[src/rtl/axi_lite_reg_slave_pkg.sv]
// Shared types, response codes and address-decode helpers for the AXI4-Lite register slave.
package axi_lite_pkg;

  localparam logic [1:0] RESP_OKAY   = 2'b00;
  localparam logic [1:0] RESP_SLVERR = 2'b10;

  typedef enum logic [1:0] {
    WR_IDLE,
    WR_HAVE_ADDR,
    WR_HAVE_DATA,
    WR_RESP
  } wr_state_t;

  typedef enum logic {
    RD_IDLE,
    RD_RESP
  } rd_state_t;

  // Addresses are widened to 32 bits so BASE + 4*N cannot wrap inside a narrow bus.
  function automatic logic addr_hit(input logic [31:0] addr,
                                    input logic [31:0] base,
                                    input logic [31:0] nregs);
    return (addr >= base) && (addr < base + (nregs << 2));
  endfunction

  function automatic logic [31:0] addr_idx(input logic [31:0] addr,
                                           input logic [31:0] base);
    return (addr - base) >> 2;
  endfunction

endpackage

[src/rtl/axi_lite_reg_slave_if.sv]
// AXI4-Lite bus bundle; the slave modport is the register block's view.
interface axi_lite_if #(
  parameter int ADDR_WIDTH = 8,
  parameter int DATA_WIDTH = 32,
  parameter int RESP_WIDTH = 3
);
  logic [ADDR_WIDTH-1:0]   awaddr;
  logic                    awvalid;
  logic                    awready;
  logic [DATA_WIDTH-1:0]   wdata;
  logic [DATA_WIDTH/8-1:0] wstrb;
  logic                    wvalid;
  logic                    wready;
  logic [RESP_WIDTH-1:0]   bresp;
  logic                    bvalid;
  logic                    bready;
  logic [ADDR_WIDTH-1:0]   araddr;
  logic                    arvalid;
  logic                    arready;
  logic [DATA_WIDTH-1:0]   rdata;
  logic [RESP_WIDTH-1:0]   rresp;
  logic                    rvalid;
  logic                    rready;

  modport slave (
    input  awaddr, awvalid, wdata, wstrb, wvalid, bready, araddr, arvalid, rready,
    output awready, wready, bresp, bvalid, arready, rdata, rresp, rvalid
  );

  modport master (
    output awaddr, awvalid, wdata, wstrb, wvalid, bready, araddr, arvalid, rready,
    input  awready, wready, bresp, bvalid, arready, rdata, rresp, rvalid
  );
endinterface

[src/rtl/axi_lite_reg_bank.sv]
// NUM_REGS x DATA_WIDTH register storage: byte-enabled write port, async reset,
// combinational read mux.
module axi_lite_reg_bank #(
  parameter int DATA_WIDTH = 32,
  parameter int NUM_REGS   = 4,
  parameter int IDX_W      = 2
) (
  input  logic                           clk,
  input  logic                           rst_n,
  input  logic                           we_i,
  input  logic [IDX_W-1:0]               widx_i,
  input  logic [DATA_WIDTH-1:0]          wdata_i,
  input  logic [DATA_WIDTH/8-1:0]        wstrb_i,
  input  logic [IDX_W-1:0]               ridx_i,
  output logic [DATA_WIDTH-1:0]          rdata_o,
  output logic [NUM_REGS*DATA_WIDTH-1:0] regs_o
);

  localparam int STRB_W = DATA_WIDTH / 8;

  generate
    for (genvar gi = 0; gi < NUM_REGS; gi++) begin : g_reg
      logic [DATA_WIDTH-1:0] r_q;

      always_ff @(posedge clk or negedge rst_n) begin
        if (!rst_n) begin
          r_q <= '0;
        end else if (we_i && (widx_i == IDX_W'(gi))) begin
          for (int b = 0; b < STRB_W; b++) begin
            if (wstrb_i[b]) begin
              r_q[b*8 +: 8] <= wdata_i[b*8 +: 8];
            end
          end
        end
      end

      assign regs_o[gi*DATA_WIDTH +: DATA_WIDTH] = r_q;
    end
  endgenerate

  always_comb begin
    rdata_o = '0;
    for (int i = 0; i < NUM_REGS; i++) begin
      if (ridx_i == IDX_W'(i)) begin
        rdata_o = regs_o[i*DATA_WIDTH +: DATA_WIDTH];
      end
    end
  end

endmodule

[src/rtl/axi_lite_reg_slave.sv]
// AXI4-Lite responder exposing NUM_REGS 32-bit registers at BASE_ADDR, with
// independent write (AW/W/B) and read (AR/R) state machines.
module axi_lite_reg_slave
  import axi_lite_pkg::*;
#(
  parameter int DATA_WIDTH = 32,
  parameter int ADDR_WIDTH = 8,
  parameter int RESP_WIDTH = 3,
  parameter int NUM_REGS   = 4,
  parameter int BASE_ADDR  = 0
) (
  input  logic                           s_axi_aclk,
  input  logic                           s_axi_aresetn,
  axi_lite_if.slave                      s_axi,
  output logic [NUM_REGS*DATA_WIDTH-1:0] reg_q,
  output logic [NUM_REGS-1:0]            reg_wr_pulse
);

  localparam int          IDX_W   = (NUM_REGS > 1) ? $clog2(NUM_REGS) : 1;
  localparam int          STRB_W  = DATA_WIDTH / 8;
  localparam logic [31:0] BASE32  = 32'(BASE_ADDR);
  localparam logic [31:0] NREGS32 = 32'(NUM_REGS);

  wr_state_t               wr_state_q, wr_state_d;
  logic                    awready_q, awready_d;
  logic                    wready_q, wready_d;
  logic                    bvalid_q, bvalid_d;
  logic [RESP_WIDTH-1:0]   bresp_q, bresp_d;
  logic [ADDR_WIDTH-1:0]   awaddr_q, awaddr_d;
  logic [DATA_WIDTH-1:0]   wdata_q, wdata_d;
  logic [STRB_W-1:0]       wstrb_q, wstrb_d;
  logic [NUM_REGS-1:0]     pulse_q, pulse_d;

  rd_state_t               rd_state_q, rd_state_d;
  logic                    arready_q, arready_d;
  logic                    rvalid_q, rvalid_d;
  logic [DATA_WIDTH-1:0]   rdata_q, rdata_d;
  logic [RESP_WIDTH-1:0]   rresp_q, rresp_d;

  logic                    aw_hs, w_hs, ar_hs, commit;
  logic [ADDR_WIDTH-1:0]   wr_addr;
  logic [DATA_WIDTH-1:0]   wr_data;
  logic [STRB_W-1:0]       wr_strb;
  logic                    wr_hit, rd_hit;
  logic [IDX_W-1:0]        wr_idx, rd_idx;
  logic [DATA_WIDTH-1:0]   bank_rdata;

  assign aw_hs = s_axi.awvalid && awready_q;
  assign w_hs  = s_axi.wvalid  && wready_q;
  assign ar_hs = s_axi.arvalid && arready_q;

  // Whichever half arrived earlier comes from the holding register; the other is live.
  assign wr_addr = (wr_state_q == WR_HAVE_ADDR) ? awaddr_q : s_axi.awaddr;
  assign wr_data = (wr_state_q == WR_HAVE_DATA) ? wdata_q  : s_axi.wdata;
  assign wr_strb = (wr_state_q == WR_HAVE_DATA) ? wstrb_q  : s_axi.wstrb;

  assign wr_hit = addr_hit(32'(wr_addr), BASE32, NREGS32);
  assign wr_idx = IDX_W'(addr_idx(32'(wr_addr), BASE32));
  assign rd_hit = addr_hit(32'(s_axi.araddr), BASE32, NREGS32);
  assign rd_idx = IDX_W'(addr_idx(32'(s_axi.araddr), BASE32));

  assign commit = (wr_state_q != WR_RESP) && (wr_state_d == WR_RESP);

  axi_lite_reg_bank #(
    .DATA_WIDTH (DATA_WIDTH),
    .NUM_REGS   (NUM_REGS),
    .IDX_W      (IDX_W)
  ) u_bank (
    .clk     (s_axi_aclk),
    .rst_n   (s_axi_aresetn),
    .we_i    (commit && wr_hit),
    .widx_i  (wr_idx),
    .wdata_i (wr_data),
    .wstrb_i (wr_strb),
    .ridx_i  (rd_idx),
    .rdata_o (bank_rdata),
    .regs_o  (reg_q)
  );

  always_ff @(posedge s_axi_aclk or negedge s_axi_aresetn) begin
    if (!s_axi_aresetn) begin
      wr_state_q <= WR_IDLE;
      awready_q  <= 1'b0;
      wready_q   <= 1'b0;
      bvalid_q   <= 1'b0;
      bresp_q    <= '0;
      awaddr_q   <= '0;
      wdata_q    <= '0;
      wstrb_q    <= '0;
      pulse_q    <= '0;
      rd_state_q <= RD_IDLE;
      arready_q  <= 1'b0;
      rvalid_q   <= 1'b0;
      rdata_q    <= '0;
      rresp_q    <= '0;
    end else begin
      wr_state_q <= wr_state_d;
      awready_q  <= awready_d;
      wready_q   <= wready_d;
      bvalid_q   <= bvalid_d;
      bresp_q    <= bresp_d;
      awaddr_q   <= awaddr_d;
      wdata_q    <= wdata_d;
      wstrb_q    <= wstrb_d;
      pulse_q    <= pulse_d;
      rd_state_q <= rd_state_d;
      arready_q  <= arready_d;
      rvalid_q   <= rvalid_d;
      rdata_q    <= rdata_d;
      rresp_q    <= rresp_d;
    end
  end

  always_comb begin
    wr_state_d = wr_state_q;
    case (wr_state_q)
      WR_IDLE: begin
        if (aw_hs && w_hs)  wr_state_d = WR_RESP;
        else if (aw_hs)     wr_state_d = WR_HAVE_ADDR;
        else if (w_hs)      wr_state_d = WR_HAVE_DATA;
      end
      WR_HAVE_ADDR: if (w_hs)           wr_state_d = WR_RESP;
      WR_HAVE_DATA: if (aw_hs)          wr_state_d = WR_RESP;
      WR_RESP:      if (s_axi.bready)   wr_state_d = WR_IDLE;
      default:                          wr_state_d = WR_IDLE;
    endcase

    rd_state_d = rd_state_q;
    case (rd_state_q)
      RD_IDLE: if (ar_hs)        rd_state_d = RD_RESP;
      RD_RESP: if (s_axi.rready) rd_state_d = RD_IDLE;
      default:                   rd_state_d = RD_IDLE;
    endcase
  end

  // Readies and valids are registered copies of what the next state will want.
  always_comb begin
    awready_d = (wr_state_d == WR_IDLE) || (wr_state_d == WR_HAVE_DATA);
    wready_d  = (wr_state_d == WR_IDLE) || (wr_state_d == WR_HAVE_ADDR);
    bvalid_d  = (wr_state_d == WR_RESP);
    awaddr_d  = aw_hs ? s_axi.awaddr : awaddr_q;
    wdata_d   = w_hs  ? s_axi.wdata  : wdata_q;
    wstrb_d   = w_hs  ? s_axi.wstrb  : wstrb_q;
    bresp_d   = bresp_q;
    pulse_d   = '0;
    if (commit) begin
      bresp_d = wr_hit ? RESP_WIDTH'(RESP_OKAY) : RESP_WIDTH'(RESP_SLVERR);
      for (int i = 0; i < NUM_REGS; i++) begin
        if (wr_hit && (wr_idx == IDX_W'(i))) pulse_d[i] = 1'b1;
      end
    end

    arready_d = (rd_state_d == RD_IDLE);
    rvalid_d  = (rd_state_d == RD_RESP);
    rdata_d   = rdata_q;
    rresp_d   = rresp_q;
    if (ar_hs) begin
      rdata_d = rd_hit ? bank_rdata : '0;
      rresp_d = rd_hit ? RESP_WIDTH'(RESP_OKAY) : RESP_WIDTH'(RESP_SLVERR);
    end
  end

  assign s_axi.awready = awready_q;
  assign s_axi.wready  = wready_q;
  assign s_axi.bvalid  = bvalid_q;
  assign s_axi.bresp   = bresp_q;
  assign s_axi.arready = arready_q;
  assign s_axi.rvalid  = rvalid_q;
  assign s_axi.rdata   = rdata_q;
  assign s_axi.rresp   = rresp_q;
  assign reg_wr_pulse  = pulse_q;

endmodule

[src/flat_wrapper.sv]
// flat-port wrapper written by rule: the top's interface ports become plain ports
module axi_lite_reg_slave_flat import axi_lite_pkg::*;
#(
  parameter int DATA_WIDTH = 32,
  parameter int ADDR_WIDTH = 8,
  parameter int RESP_WIDTH = 3,
  parameter int NUM_REGS   = 4,
  parameter int BASE_ADDR  = 0
)
  (s_axi_aclk, s_axi_aresetn, reg_q, reg_wr_pulse, s_axi_awaddr, s_axi_awvalid, s_axi_wdata, s_axi_wstrb, s_axi_wvalid, s_axi_bready, s_axi_araddr, s_axi_arvalid, s_axi_rready, s_axi_awready, s_axi_wready, s_axi_bresp, s_axi_bvalid, s_axi_arready, s_axi_rdata, s_axi_rresp, s_axi_rvalid);
  axi_lite_if #(.ADDR_WIDTH(ADDR_WIDTH), .DATA_WIDTH(DATA_WIDTH), .RESP_WIDTH(RESP_WIDTH)) s_axi_i ();
  input  logic s_axi_aclk;
  input  logic s_axi_aresetn;
  output logic [NUM_REGS*DATA_WIDTH-1:0] reg_q;
  output logic [NUM_REGS-1:0] reg_wr_pulse;
  input wire logic [$bits(s_axi_i.awaddr)-1:0] s_axi_awaddr;
  input wire logic [$bits(s_axi_i.awvalid)-1:0] s_axi_awvalid;
  input wire logic [$bits(s_axi_i.wdata)-1:0] s_axi_wdata;
  input wire logic [$bits(s_axi_i.wstrb)-1:0] s_axi_wstrb;
  input wire logic [$bits(s_axi_i.wvalid)-1:0] s_axi_wvalid;
  input wire logic [$bits(s_axi_i.bready)-1:0] s_axi_bready;
  input wire logic [$bits(s_axi_i.araddr)-1:0] s_axi_araddr;
  input wire logic [$bits(s_axi_i.arvalid)-1:0] s_axi_arvalid;
  input wire logic [$bits(s_axi_i.rready)-1:0] s_axi_rready;
  output wire logic [$bits(s_axi_i.awready)-1:0] s_axi_awready;
  output wire logic [$bits(s_axi_i.wready)-1:0] s_axi_wready;
  output wire logic [$bits(s_axi_i.bresp)-1:0] s_axi_bresp;
  output wire logic [$bits(s_axi_i.bvalid)-1:0] s_axi_bvalid;
  output wire logic [$bits(s_axi_i.arready)-1:0] s_axi_arready;
  output wire logic [$bits(s_axi_i.rdata)-1:0] s_axi_rdata;
  output wire logic [$bits(s_axi_i.rresp)-1:0] s_axi_rresp;
  output wire logic [$bits(s_axi_i.rvalid)-1:0] s_axi_rvalid;
  assign s_axi_i.awaddr = s_axi_awaddr;
  assign s_axi_i.awvalid = s_axi_awvalid;
  assign s_axi_i.wdata = s_axi_wdata;
  assign s_axi_i.wstrb = s_axi_wstrb;
  assign s_axi_i.wvalid = s_axi_wvalid;
  assign s_axi_i.bready = s_axi_bready;
  assign s_axi_i.araddr = s_axi_araddr;
  assign s_axi_i.arvalid = s_axi_arvalid;
  assign s_axi_i.rready = s_axi_rready;
  assign s_axi_awready = s_axi_i.awready;
  assign s_axi_wready = s_axi_i.wready;
  assign s_axi_bresp = s_axi_i.bresp;
  assign s_axi_bvalid = s_axi_i.bvalid;
  assign s_axi_arready = s_axi_i.arready;
  assign s_axi_rdata = s_axi_i.rdata;
  assign s_axi_rresp = s_axi_i.rresp;
  assign s_axi_rvalid = s_axi_i.rvalid;
  axi_lite_reg_slave #(.DATA_WIDTH(DATA_WIDTH), .ADDR_WIDTH(ADDR_WIDTH), .RESP_WIDTH(RESP_WIDTH), .NUM_REGS(NUM_REGS), .BASE_ADDR(BASE_ADDR)) u_core (.s_axi_aclk(s_axi_aclk), .s_axi_aresetn(s_axi_aresetn), .s_axi(s_axi_i), .reg_q(reg_q), .reg_wr_pulse(reg_wr_pulse));
endmodule
[config.mk]
export PLATFORM = sky130hd
export DESIGN_NAME = axi_lite_reg_slave_flat
export DESIGN_NICKNAME = d
export VERILOG_FILES = /design/src/rtl/axi_lite_reg_slave_pkg.sv /design/src/rtl/axi_lite_reg_slave_if.sv /design/src/rtl/axi_lite_reg_bank.sv /design/src/rtl/axi_lite_reg_slave.sv /design/src/flat_wrapper.sv
export SDC_FILE = /design/constraint.sdc
export NUM_CORES = 1
export LEC_CHECK = 0
export ABC_AREA = 1
export CORE_UTILIZATION = 25
export CTS_CLUSTER_DIAMETER = 200
export DETAILED_ROUTE_END_ITERATION = 12
export HOLD_SLACK_MARGIN = 0.05
export PLACE_DENSITY_LB_ADDON = 0.05
export REMOVE_ABC_BUFFERS = 1
export SLEW_MARGIN = 0
export SYNTH_ARGS = -nofsm -noshare
export SYNTH_HDL_FRONTEND = slang
export SYNTH_SLANG_ARGS = --single-unit
[constraint.sdc]
create_clock -name s_axi_aclk -period 1.8 [get_ports s_axi_aclk]
set_input_delay 0.27 -clock s_axi_aclk [delete_from_list [all_inputs] [get_ports s_axi_aclk]]
set_output_delay 0.27 -clock s_axi_aclk [all_outputs]
set_load 0.05 [all_outputs]
==> flow_summary.yaml <==
final_layout:
  share_of_cells_above_drive_strength_1_pct: 23.5
  layout-area-overhead-vs-synth_pct: 43.2
  layout.cells.most_common: "sky130_fd_sc_hd__nand2_1"
  num_antenna_cells: 0
  finalCoreUtilization_pct: 36.5
  fin_nets: 1559
  final_design_area_no_fill_sq_um: 14200
  final_cell_mix: "sky130_fd_sc_hd__nand2_1 (399), sky130_fd_sc_hd__buf_4 (253), sky130_fd_sc_hd__dfrtp_1 (214)"
grt:
  grt.overflow.total: 0
  global_route_wire_length_before_repair_mm: 62.2
  pin_count_of_the_biggest_net_entering_global_routing: 73
  antenna_found_initial: 0
  total_grt_usage_pct: 20.2
  grt_pass1_vias: 9546
critical_path:
  cp_cell_sequence: "dlygate4sd2_1"
  path_buf_inv: 1
  worstSetupStartpointType: "flip-flop"
  setup.worst_path.end_class: "output port"
  rr_worst_depth: 10
  startpoint: "u_core.s_axi.arready"
  path_depth: 1
  critical-path-max-stage-delay_ns: 0.54
  timing.rr.end: "u_core.u_bank.g_reg[0].r_q[16]"
  category_of_the_most_critical_setup_path: "flip-flop to output port"
  reg2reg_slack_ns: 0.11
  critical_path_peak_fanout: 3
  rr_startpoint: "u_core.wr_state_q[1]"
  timing.critical_path.max_delay_family: "buffers and inverters"
  timing.critical_path.required_ns: 1.53
  cp.arrival_ns: 1.44
  critical_path.slowest_cell: "sky130_fd_sc_hd__dlygate4sd2_1"
  critical_path.endpoint: "s_axi_arready"
die:
  initial_utilization_pct: 25.5
  die_y_um: 201
  fp.dieArea_sq_um: 40400
  core_area_sq_um: 38900
  die_w_um: 201
  floorplan.rows: 72
  number_of_i_o_pins: 234
detailed_routing:
  drt_pass1_iterations: 4
  maxUsedRoutingLayer: "met4"
  drtIter0Drc: 538
  route.layer.met1.wl_mm: 19.7
  met3_length_mm: 1.90
  antenna_left: 0
  viasPerCell: 4.75
  drc: 0
  wl_mm: 41.0
  vias: 9664
  post_drt_wl_per_cell_um: 20.1
  wl_met2_mm: 18.8
cts:
  clk_latency_ns: 0.54
  clkSlewWorstSetupHoldPaths_ns: 0.06
  cts_sinks: 215
  clk_root_buffer_cell: "sky130_fd_sc_hd__clkbuf_16"
  cts_made_buffers: 27
  h-tree-depth: 1
  cts_max_path_buffers: 3
  clock_tree_from_tritoncts: "built"
logic_synthesis:
  synth-warning-count: 0
  synth_seq_cells: 215
  synth_seq_area_share_pct: 54.3
  post_synth.cell_area_avg_sq_um: 8.26
  syn_inst: 1200
  synthDistinctLibCells: 26
  syn_area_sq_um: 9910
sta:
  post-route-min-period_ns: 1.71
  slew-limit-headroom_pct: 45.5
  timing.hold.ws_ns: 0.199
  max_clock_freq_ghz: 0.585
  fin_crit_sh_pct: 95.0
  tightestPinTransition_ns: 0.818
  finalMaxSlewViolations: 0
  finalSetupViolCount: 0
  final_hold_vio_count: 0
  timing.clock.skew_ns: 0.0122
power_and_ir_drop:
  power.leakage_nw: 7.02
  power-per-cell-area_nw_per_um2: 1890
  peakVddDrop_uv: 1010
outcome:
  status: "finished, final reports clean"
placement:
  detailed_place.area_sq_um: 13200
  port-buffer-count: 225
  place_hpwl_mm: 27.4
  globalplace.congestion: 0.768
min_path:
  hp-class: "input port to async pin"
job:
  timing.max_cap.violations: 0
-- power breakdown --
part	leakage (nW)	switching, W	internal, W
sequential	2.60	0.00159	0.00656
combinational	4.04	0.00956	0.00416
clock	0.382	0.00210	0.00292
-- cell usage after synthesis, drive strengths merged --
library cell / count / area share, %
inv: 63 / 2.4
clkbuf: 42 / 1.6
buf: 39 / 2.2
dfrtp: 215 / 54
nor4: 2 / 0.13
a21oi: 37 / 2.0
or2: 6 / 0.38
o211ai: 19 / 1.4
conb: 1 / 0.038
o21ai: 88 / 4.4
o221ai: 1 / 0.088
a31oi: 2 / 0.13
nor3: 12 / 0.61
nor2: 67 / 2.6
nand2: 408 / 16
mux2: 4 / 0.45
clkinv: 1 / 0.038
o22ai: 7 / 0.44
nand4: 145 / 9.2
nand3: 41 / 2.1
-- sequential cells by signal (all words and copies together), names as in the netlist --
name / count
u_core.wr_state_q: 2
u_core.s_axi.rdata: 32
u_core.s_axi.rresp: 1
u_core.s_axi.bvalid: 1
u_core.wstrb_q: 4
u_core.u_bank.g.r_q: 128
u_core.awaddr_q: 6
u_core.s_axi.wready: 1
u_core.s_axi.bresp: 1
u_core.reg_wr_pulse: 4
u_core.wdata_q: 32
u_core.s_axi.awready: 1
u_core.rd_state_q: 1
u_core.s_axi.arready: 1
-- repair_timing --
item | in CTS | in global routing
endpoints found under the setup margin | 52 | 128
pin swaps | 1 | 5
buffers inserted | 0 | 5
hold buffers | 1 | 0
cloned | 0 | 3
endpoints found under the hold margin | 215 | 0
resized for setup | 21 | 20
-- per-layer routing --
layer  up-vias  track usage, %
li1       4651               -
met1      4770            29.0
met2       204            32.0
met3        39            3.29
met4         0            3.54
met5         -               0
-- final cells by class --
cell class,instances,area [sq um]
inverter,64,240
sequential,215,5380
clock inverter,1,5.00
fill,4149,24700
timing repair buffer,349,3070
clock buffer,45,783
tap,518,648
multi-input combinational,843,4060
-- cells by family (layout without fill, tap and decap cells) --
logic type / after synthesis / after routing / synth area share, %
AO/OA/AOI/OAI: 154 / 154 / 8.56
buffers and inverters: 145 / 459 / 6.22
flip-flops: 215 / 215 / 54.3
multiplexers: 4 / 4 / 0.454
other: 1 / 4 / 0.0378
AND/OR/NAND/NOR: 681 / 681 / 30.4
-- worst min path at each step --
| stage | end | slack (ns) |
|---|---|---|
| finish | u_core.wdata_q[13] | 0.20 |
| global route | u_core.awaddr_q[6] | 0.20 |
| CTS | u_core.wdata_q[9] | 0.19 |
| detailed placement | u_core.wdata_q[9] | 0.17 |
| global placement | u_core.awaddr_q[4] | 0.17 |
| floorplan | u_core.awaddr_q[2] | -0.03 |
-- through the flow --
| stage | setup slack (ns) | setup TNS (ns) | instances | power [W] |
|---|---|---|---|---|
| 2_1_floorplan | -2.63 | -379.85 | 1122 | 0.0156 |
| 3_3_place_gp | -0.223 | -21.27 | 1980 | 0.0217 |
| 3_5_place_dp | -0.227 | -21.96 | 1980 | 0.0218 |
| 4_1_cts | 0.00453 | 0 | 2027 | 0.0269 |
| 5_1_grt | -0.0120 | -0.0261 | 2035 | 0.0285 |
| 6_report | 0.0894 | 0 | 2035 | 0.0269 |
Note: power is estimated with default switching activity, not from simulation.
